### src/rtl/seg_scan_driver.sv
// seg_scan_driver: scans a 56-bit active-low 8-digit 7-segment frame onto one segment bus plus 8 digit enables.
// Latency: outputs are registered one cycle after (cnt, idx); the snapshot is taken at cnt==0, idx==0.
// Backpressure: none, free-running scan. Optional per-digit blinking is built only with SEG_BLINK_EN defined.
module seg_scan_driver #(
  parameter int DIV          = 50000,
  parameter int GAP          = 500,
  parameter int BLINK_FRAMES = 32
) (
  input  logic        clk,
  input  logic        rst,
  input  logic [55:0] seg_in,
  input  logic [7:0]  blink_mask,
  output logic [6:0]  seg_out,
  output logic [7:0]  an,
  output logic        frame_tick
);

  localparam int CW = (DIV > 1) ? $clog2(DIV) : 1;
  localparam int FW = (BLINK_FRAMES > 1) ? $clog2(BLINK_FRAMES) : 1;
  localparam logic [CW-1:0] DIV_M1 = CW'(DIV - 1);
  localparam logic [CW-1:0] GAP_C  = CW'(GAP);
  localparam logic [FW-1:0] BF_M1  = FW'(BLINK_FRAMES - 1);
  localparam logic [6:0]    BLANK  = 7'h7F;

  logic [CW-1:0] cnt;
  logic [2:0]    idx;
  logic [55:0]   snap;
  logic          capture;
  logic          in_gap;
  logic          blank_digit;
  logic [6:0]    digit;

  assign capture = (cnt == '0) && (idx == 3'd0);
  assign in_gap  = (cnt < GAP_C);

  always_comb begin
    digit = BLANK;
    for (int k = 0; k < 8; k++) begin
      if (idx == 3'(k)) digit = snap[55-7*k -: 7];
    end
  end

`ifdef SEG_BLINK_EN
  logic [7:0]    mask_q;
  logic [FW-1:0] frame_cnt;
  logic          phase;
  logic          phase_q;

  // Phase is latched with the mask at capture, so a toggle lands on the following frame boundary.
  always_ff @(posedge clk) begin
    if (rst) begin
      mask_q    <= '0;
      frame_cnt <= '0;
      phase     <= 1'b0;
      phase_q   <= 1'b0;
    end else if (capture) begin
      mask_q  <= blink_mask;
      phase_q <= phase;
      if (frame_cnt == BF_M1) begin
        frame_cnt <= '0;
        phase     <= ~phase;
      end else begin
        frame_cnt <= frame_cnt + FW'(1);
      end
    end
  end

  assign blank_digit = phase_q & mask_q[idx];
`else
  logic unused_blink;
  assign unused_blink = ^{blink_mask, BF_M1};
  assign blank_digit  = 1'b0;
`endif

  always_ff @(posedge clk) begin
    if (rst) begin
      cnt        <= '0;
      idx        <= 3'd0;
      snap       <= {8{BLANK}};
      seg_out    <= BLANK;
      an         <= 8'hFF;
      frame_tick <= 1'b0;
    end else begin
      if (cnt == DIV_M1) begin
        cnt <= '0;
        idx <= idx + 3'd1;
      end else begin
        cnt <= cnt + CW'(1);
      end

      frame_tick <= capture;
      if (capture) snap <= seg_in;

      // The gap at slot start keeps the previous digit's segments from ghosting onto the next anode.
      if (in_gap || blank_digit) begin
        an      <= 8'hFF;
        seg_out <= BLANK;
      end else begin
        an      <= ~(8'h01 << idx);
        seg_out <= digit;
      end
    end
  end

endmodule

### config.mk
export PLATFORM = sky130hd
export DESIGN_NAME = seg_scan_driver
export DESIGN_NICKNAME = d
export VERILOG_FILES = /design/src/rtl/seg_scan_driver.sv
export SDC_FILE = /design/constraint.sdc
export NUM_CORES = 1
export LEC_CHECK = 0
export BUFFER_PORTS_ARGS = -buffer_cell sky130_fd_sc_hd__buf_2
export CORE_ASPECT_RATIO = 0.6
export CORE_MARGIN = 4
export CORE_UTILIZATION = 59
export CTS_CLUSTER_SIZE = 28
export DETAILED_ROUTE_END_ITERATION = 10
export GPL_TIMING_DRIVEN = 0
export PLACE_DENSITY = 0.9
export SLEW_MARGIN = 20
export SYNTH_ARGS = -nofsm -noshare
export SYNTH_HDL_FRONTEND = slang
export SYNTH_SLANG_ARGS = --single-unit
export TNS_END_PERCENT = 30
### constraint.sdc
create_clock -name clk -period 3.5 [get_ports clk]
set_input_delay 0.875 -clock clk [delete_from_list [all_inputs] [get_ports clk]]
set_output_delay 0.875 -clock clk [all_outputs]
set_load 0.02 [all_outputs]
## Word level (Yosys, flattened, before mapping)

Index checks and enable logic that the tools add are counted.

- Register bits after elaboration: 91
- Logic and storage cells: 32

- Add/subtract/negate cells: 2
- Order comparisons: 1
- Eq/ne operators: 8
- Shifts and indexed selects: 1
- Muxes and demuxes: 8
- Bitwise logic cells: 1
- Reductions and logical operators: 5

Operators by type and width:

| operator | count |
|---|---|
| 7-bit 2-to-1 mux | 8 |
| 16-bit by 1-bit adder with 16-bit output (second input constant) | 1 |
| 16-bit == test (second input constant) | 1 |
| 16-bit logical NOT | 1 |
| 16-bit by 9-bit < comparator with 1-bit output (second input constant) | 1 |
| 3-bit == test (second input constant) | 4 |
| 8-bit NOT | 1 |
| 1-bit by 3-bit left shift with 8-bit output (first input constant) | 1 |
| 3-bit by 2-bit == test with 1-bit output (second input constant) | 2 |
| 2-bit OR reduction | 2 |
| 3-bit by 1-bit adder with 3-bit output (second input constant) | 1 |
| 3-bit by 1-bit == test with 1-bit output (second input constant) | 1 |
| 3-bit logical NOT | 1 |
| 1-bit logical AND | 1 |

## Depth between registers and ports, before layout

- Depth after elaboration: 9
- Gate-level depth with buffers: 8

## Worst setup path before layout

OpenSTA, ideal clock, no wires.

- Path type: input port to flip-flop
- From: input rst
- To: register an[6]
- Arrival time: 1.695 ns
- Required time: 3.367 ns
- Setup slack: 1.671 ns
- Stages: 4
- Path buffers: 2
- Cell sequence: clkbuf_1 -> a21oi_1 -> clkbuf_1 -> nand3_1

- Cells in the longest elaborated chain, start to end: 1

Ends and longest elaborated chain:

| item | line | RTL |
|---|---|---|
| start: declaration | 10 | `input logic rst,` |
| 2-bit OR reduction (no source line) | - |  |
| end signal: assignment | 99 | `an <= ~(8'h01 << idx);` |
| end: declaration | 14 | `output logic [7:0] an,` |

Every way passes these cells.
A chain may end at the register's enable or synchronous reset.

## Worst setup path in the final report

- From: register cnt[9]
- To: register snap[15]

- Cells in the longest elaborated chain, start to end: 2

Ends and longest elaborated chain:

| item | line | RTL |
|---|---|---|
| start: declaration | 25 | `logic [CW-1:0] cnt;` |
| start signal: assignment | 88 | `cnt <= cnt + CW'(1);` |
| 16-bit logical NOT | 33 | `assign capture = (cnt == '0) && (idx == 3'd0);` |
| 1-bit logical AND | 33 |  |
| end signal: assignment | 79 | `snap <= {8{BLANK}};` |
| end signal: assignment | 92 | `if (capture) snap <= seg_in;` |
| end: declaration | 27 | `logic [55:0] snap;` |

Every way passes these cells.

==> results.py <==
metrics = {
    "critical_path": {
        "crit_family": "buffers and inverters",
        "cp.arrival_ns": 2.57,
        "worstRegToRegCells": 6,
        "worstSetupStartpointType": "register",
        "regToRegEndpoint": "snap[15]",
        "path_class": "register to register",
        "critPathSlowestCell": "clkbuf_1",
        "cp_max_fo": 10,
        "worstPathCellList": "or3_1 > nor3_1 > clkbuf_1 > buf_2 > a41oi_1 > o21ai_0",
        "r2r_setup_slack_ns": 1.20,
        "slowest_delay_ns": 0.53,
        "crit_buf_inv": 2,
        "worstPathRequired_ns": 3.77,
        "endpoint_kind": "register",
        "r2r-start": "cnt[9]",
    },
    "clock_network": {
        "clock_path_buffers": 2,
        "hold_buffers": 0,
        "clkLatencyLatePin_ns": 0.35,
        "cts_resized": 0,
        "numCtsBuffers": 9,
        "cts.reportedPaths.clkPinSlew_ns": 0.06,
        "post_cts_buffers": 0,
        "cts-root-buf": "clkbuf_16",
        "numClockSinks": 91,
        "cts_tree": "yes",
        "cts_max_level": 3,
    },
    "timing": {
        "setup_violations": 0,
        "drv_slew": 0,
        "min_period_ns": 2.30,
        "finClkSkew_ns": 0.00558,
        "post-route-period-util_pct": 65.8,
        "tightest_slew_ns": 0.626,
        "slew_headroom_pct": 58.3,
        "grt_setup_unrepaired": "false",
        "fmax_ghz": 0.434,
        "holdWs_ns": 0.465,
        "setup_tns_ns": 0,
        "setup_slack_ns": 1.20,
        "hold_viol": 0,
    },
    "logic_synthesis": {
        "synth_area_per_cell_um2": 8.50,
        "seq_area_frac_synth_pct": 43.2,
        "synth_area_leaders": "dfxtp_1, a41oi_1, o21ai_0, inv_1, ha_1",
        "synthFlopType": "dfxtp_1",
        "async_flop_share_pct": 0,
        "synth_edf_count": 0,
        "yosysWarnings": 0,
        "ys_top_cells_by_count": "dfxtp_1, inv_1, a41oi_1, o21ai_0, nand2_1",
        "synth.distinct_cells": 41,
        "postSynthCellCount": 496,
        "synth.most_common_cell": "dfxtp_1",
        "synth_top_area_cell": "dfxtp_1",
        "synth.top_cell.area_share_pct": 43.2,
        "synth_fp_nets": 570,
        "ys_ff_latch": 91,
        "synth_area_um2": 4210,
    },
    "place": {
        "dp.cells": 655,
        "place_congestion": 0.948,
        "dpl.hpwl_mm": 8.95,
        "portBuffers": 72,
        "dp_slack_ns": 1.17,
    },
    "final_layout": {
        "antennaDiodeCount": 0,
        "stdcell_count": 671,
        "nets": 653,
        "drive_above_1_share_pct": 19.3,
        "syn_to_final_growth_pct": 18.3,
    },
    "floorplan": {
        "die_width_um": 117,
        "ioPinCount": 82,
        "coreArea_um2": 6790,
        "start_util_pct": 62.0,
        "die_h_um": 73.5,
        "dieArea_um2": 8600,
        "rows": 23,
    },
    "global_route": {
        "grt_max_degree": 16,
        "antenna_found_initial": 0,
        "grt_pass1_vias": 3837,
        "track_usage_pct": 29.3,
        "grt_pass1_wl_mm": 19.2,
        "use_met2_pct": 43.8,
        "grt.overflow.total": 0,
        "grt_use_met3_pct": 10.0,
        "grt_use_met1_pct": 41.8,
        "grt_busiest_layer": "met2",
    },
    "pwr": {
        "power.internal_uw": 1830,
        "leakagePower_uw": 0.00220,
        "powerDensity_nw_per_um2": 499,
        "clkPwrFrac_pct": 39.6,
        "p_sw_share_pct": 26.5,
        "ir_drop_v": 0.000252,
        "comb_power_share_pct": 12.7,
        "fin_total_pwr_uw": 2490,
        "pwr-share-seq_pct": 47.7,
        "p_sw_uw": 661,
    },
    "worst_hold_path": {
        "min_to": "snap[2]",
        "hp-class": "register to register",
        "min_from": "snap[2]",
        "hold_depth": 2,
    },
    "run": {
        "max-cap-violations": 0,
    },
    "routing": {
        "drt_iter0_drc": 579,
        "finalWirelength_mm": 12.3,
        "route.detailed.drc": 0,
        "ant_nets": 0,
        "routedWlPerCell_um": 18.3,
        "drt_pass1_iterations": 5,
        "num_vias": 4192,
        "via_per_inst": 6.25,
    },
    "outcome": {
        "status": "finished, final reports clean",
    },
}
[worst reg2reg max path, cell delays in order (launching register included)]
cell and delay, ns:
dfxtp_1 0.37, or3_1 0.44, nor3_1 0.25, clkbuf_1 0.53
buf_2 0.32, a41oi_1 0.19, o21ai_0 0.13
[worst max path at each step]
stage,from,cells after the start,to,slack [ns]
floorplan,rst,4,an[6],1.67
global placement,rst,4,seg_out[1],1.22
detailed placement,rst,4,seg_out[0],1.17
CTS,cnt[7],6,snap[15],1.26
global route,cnt[5],6,snap[7],1.10
finish,cnt[9],6,snap[15],1.20
[layer usage]
metal  vias to the layer above  part of all wire, %
met3                        12                   13
met5                         -                    0
met1                      1989                   44
met2                       249                   43
met4                         0                 0.71
li1                       1942                    -
[final cells by class]
type,count,area [µm²]
Buffer,47,226
Clock buffer,10,239
Clock inverter,6,65.1
Fill cell,506,1800
Inverter,63,236
Multi-Input combinational cell,295,1930
Sequential cell,91,1820
Tap cell,87,109
Timing Repair Buffer,72,360
[power groups by stage]
| stage | combinational, µW | clock [µW] | sequential [µW] |
|---|---|---|---|
| 3_3_place_gp | 292 | 0 | 1200 |
| 6_report | 316 | 985 | 1190 |
| 2_1_floorplan | 204 | 0 | 1190 |
| 5_1_grt | 351 | 1030 | 1190 |
| 3_5_place_dp | 305 | 0 | 1210 |
| 4_1_cts | 309 | 986 | 1180 |
[through the flow]
step	area [µm²]	utilization (%)
2_1_floorplan	4210	-
3_3_place_gp	4680	69.0
3_5_place_dp	4680	69.0
4_1_cts	4990	73.4
5_1_grt	4990	73.4
6_report	4990	73.4
[state kept, by name (all words and copies together) (netlist names)]
name        cells
seg_out         7
cnt            16
snap           56
frame_tick      1
an              8
idx             3
[cells by family (layout without fill, tap and decap cells)]
group / Yosys count / in the layout / share of synthesized area (%)
fa+ha+maj: 8 / 8 / 2.38
simple gates: 114 / 114 / 14.6
buf+inv: 110 / 198 / 11.0
compound gates: 156 / 156 / 25.2
mux: 2 / 2 / 0.475
flops: 91 / 91 / 43.2
xor+xnor: 15 / 15 / 3.12
[cells in the final DEF, fill, tap and decap left out, drive strengths merged, types with 4 or more instances in the layout]
cell type / instances
buf: 96
dfxtp: 91
inv: 63
o21ai: 63
a41oi: 56
clkbuf: 33
nand2: 26
nor2: 23
nand3: 19
a21oi: 15
nor2b: 8
nand4: 8
xnor2: 8
ha: 8
nor3b: 7
o311ai: 7
o2111ai: 7
a22oi: 7
xor2: 7
nor4: 5
or3: 4
nor3: 4
clkinv: 4
No activity file was read; power rests on OpenSTA's default activity.
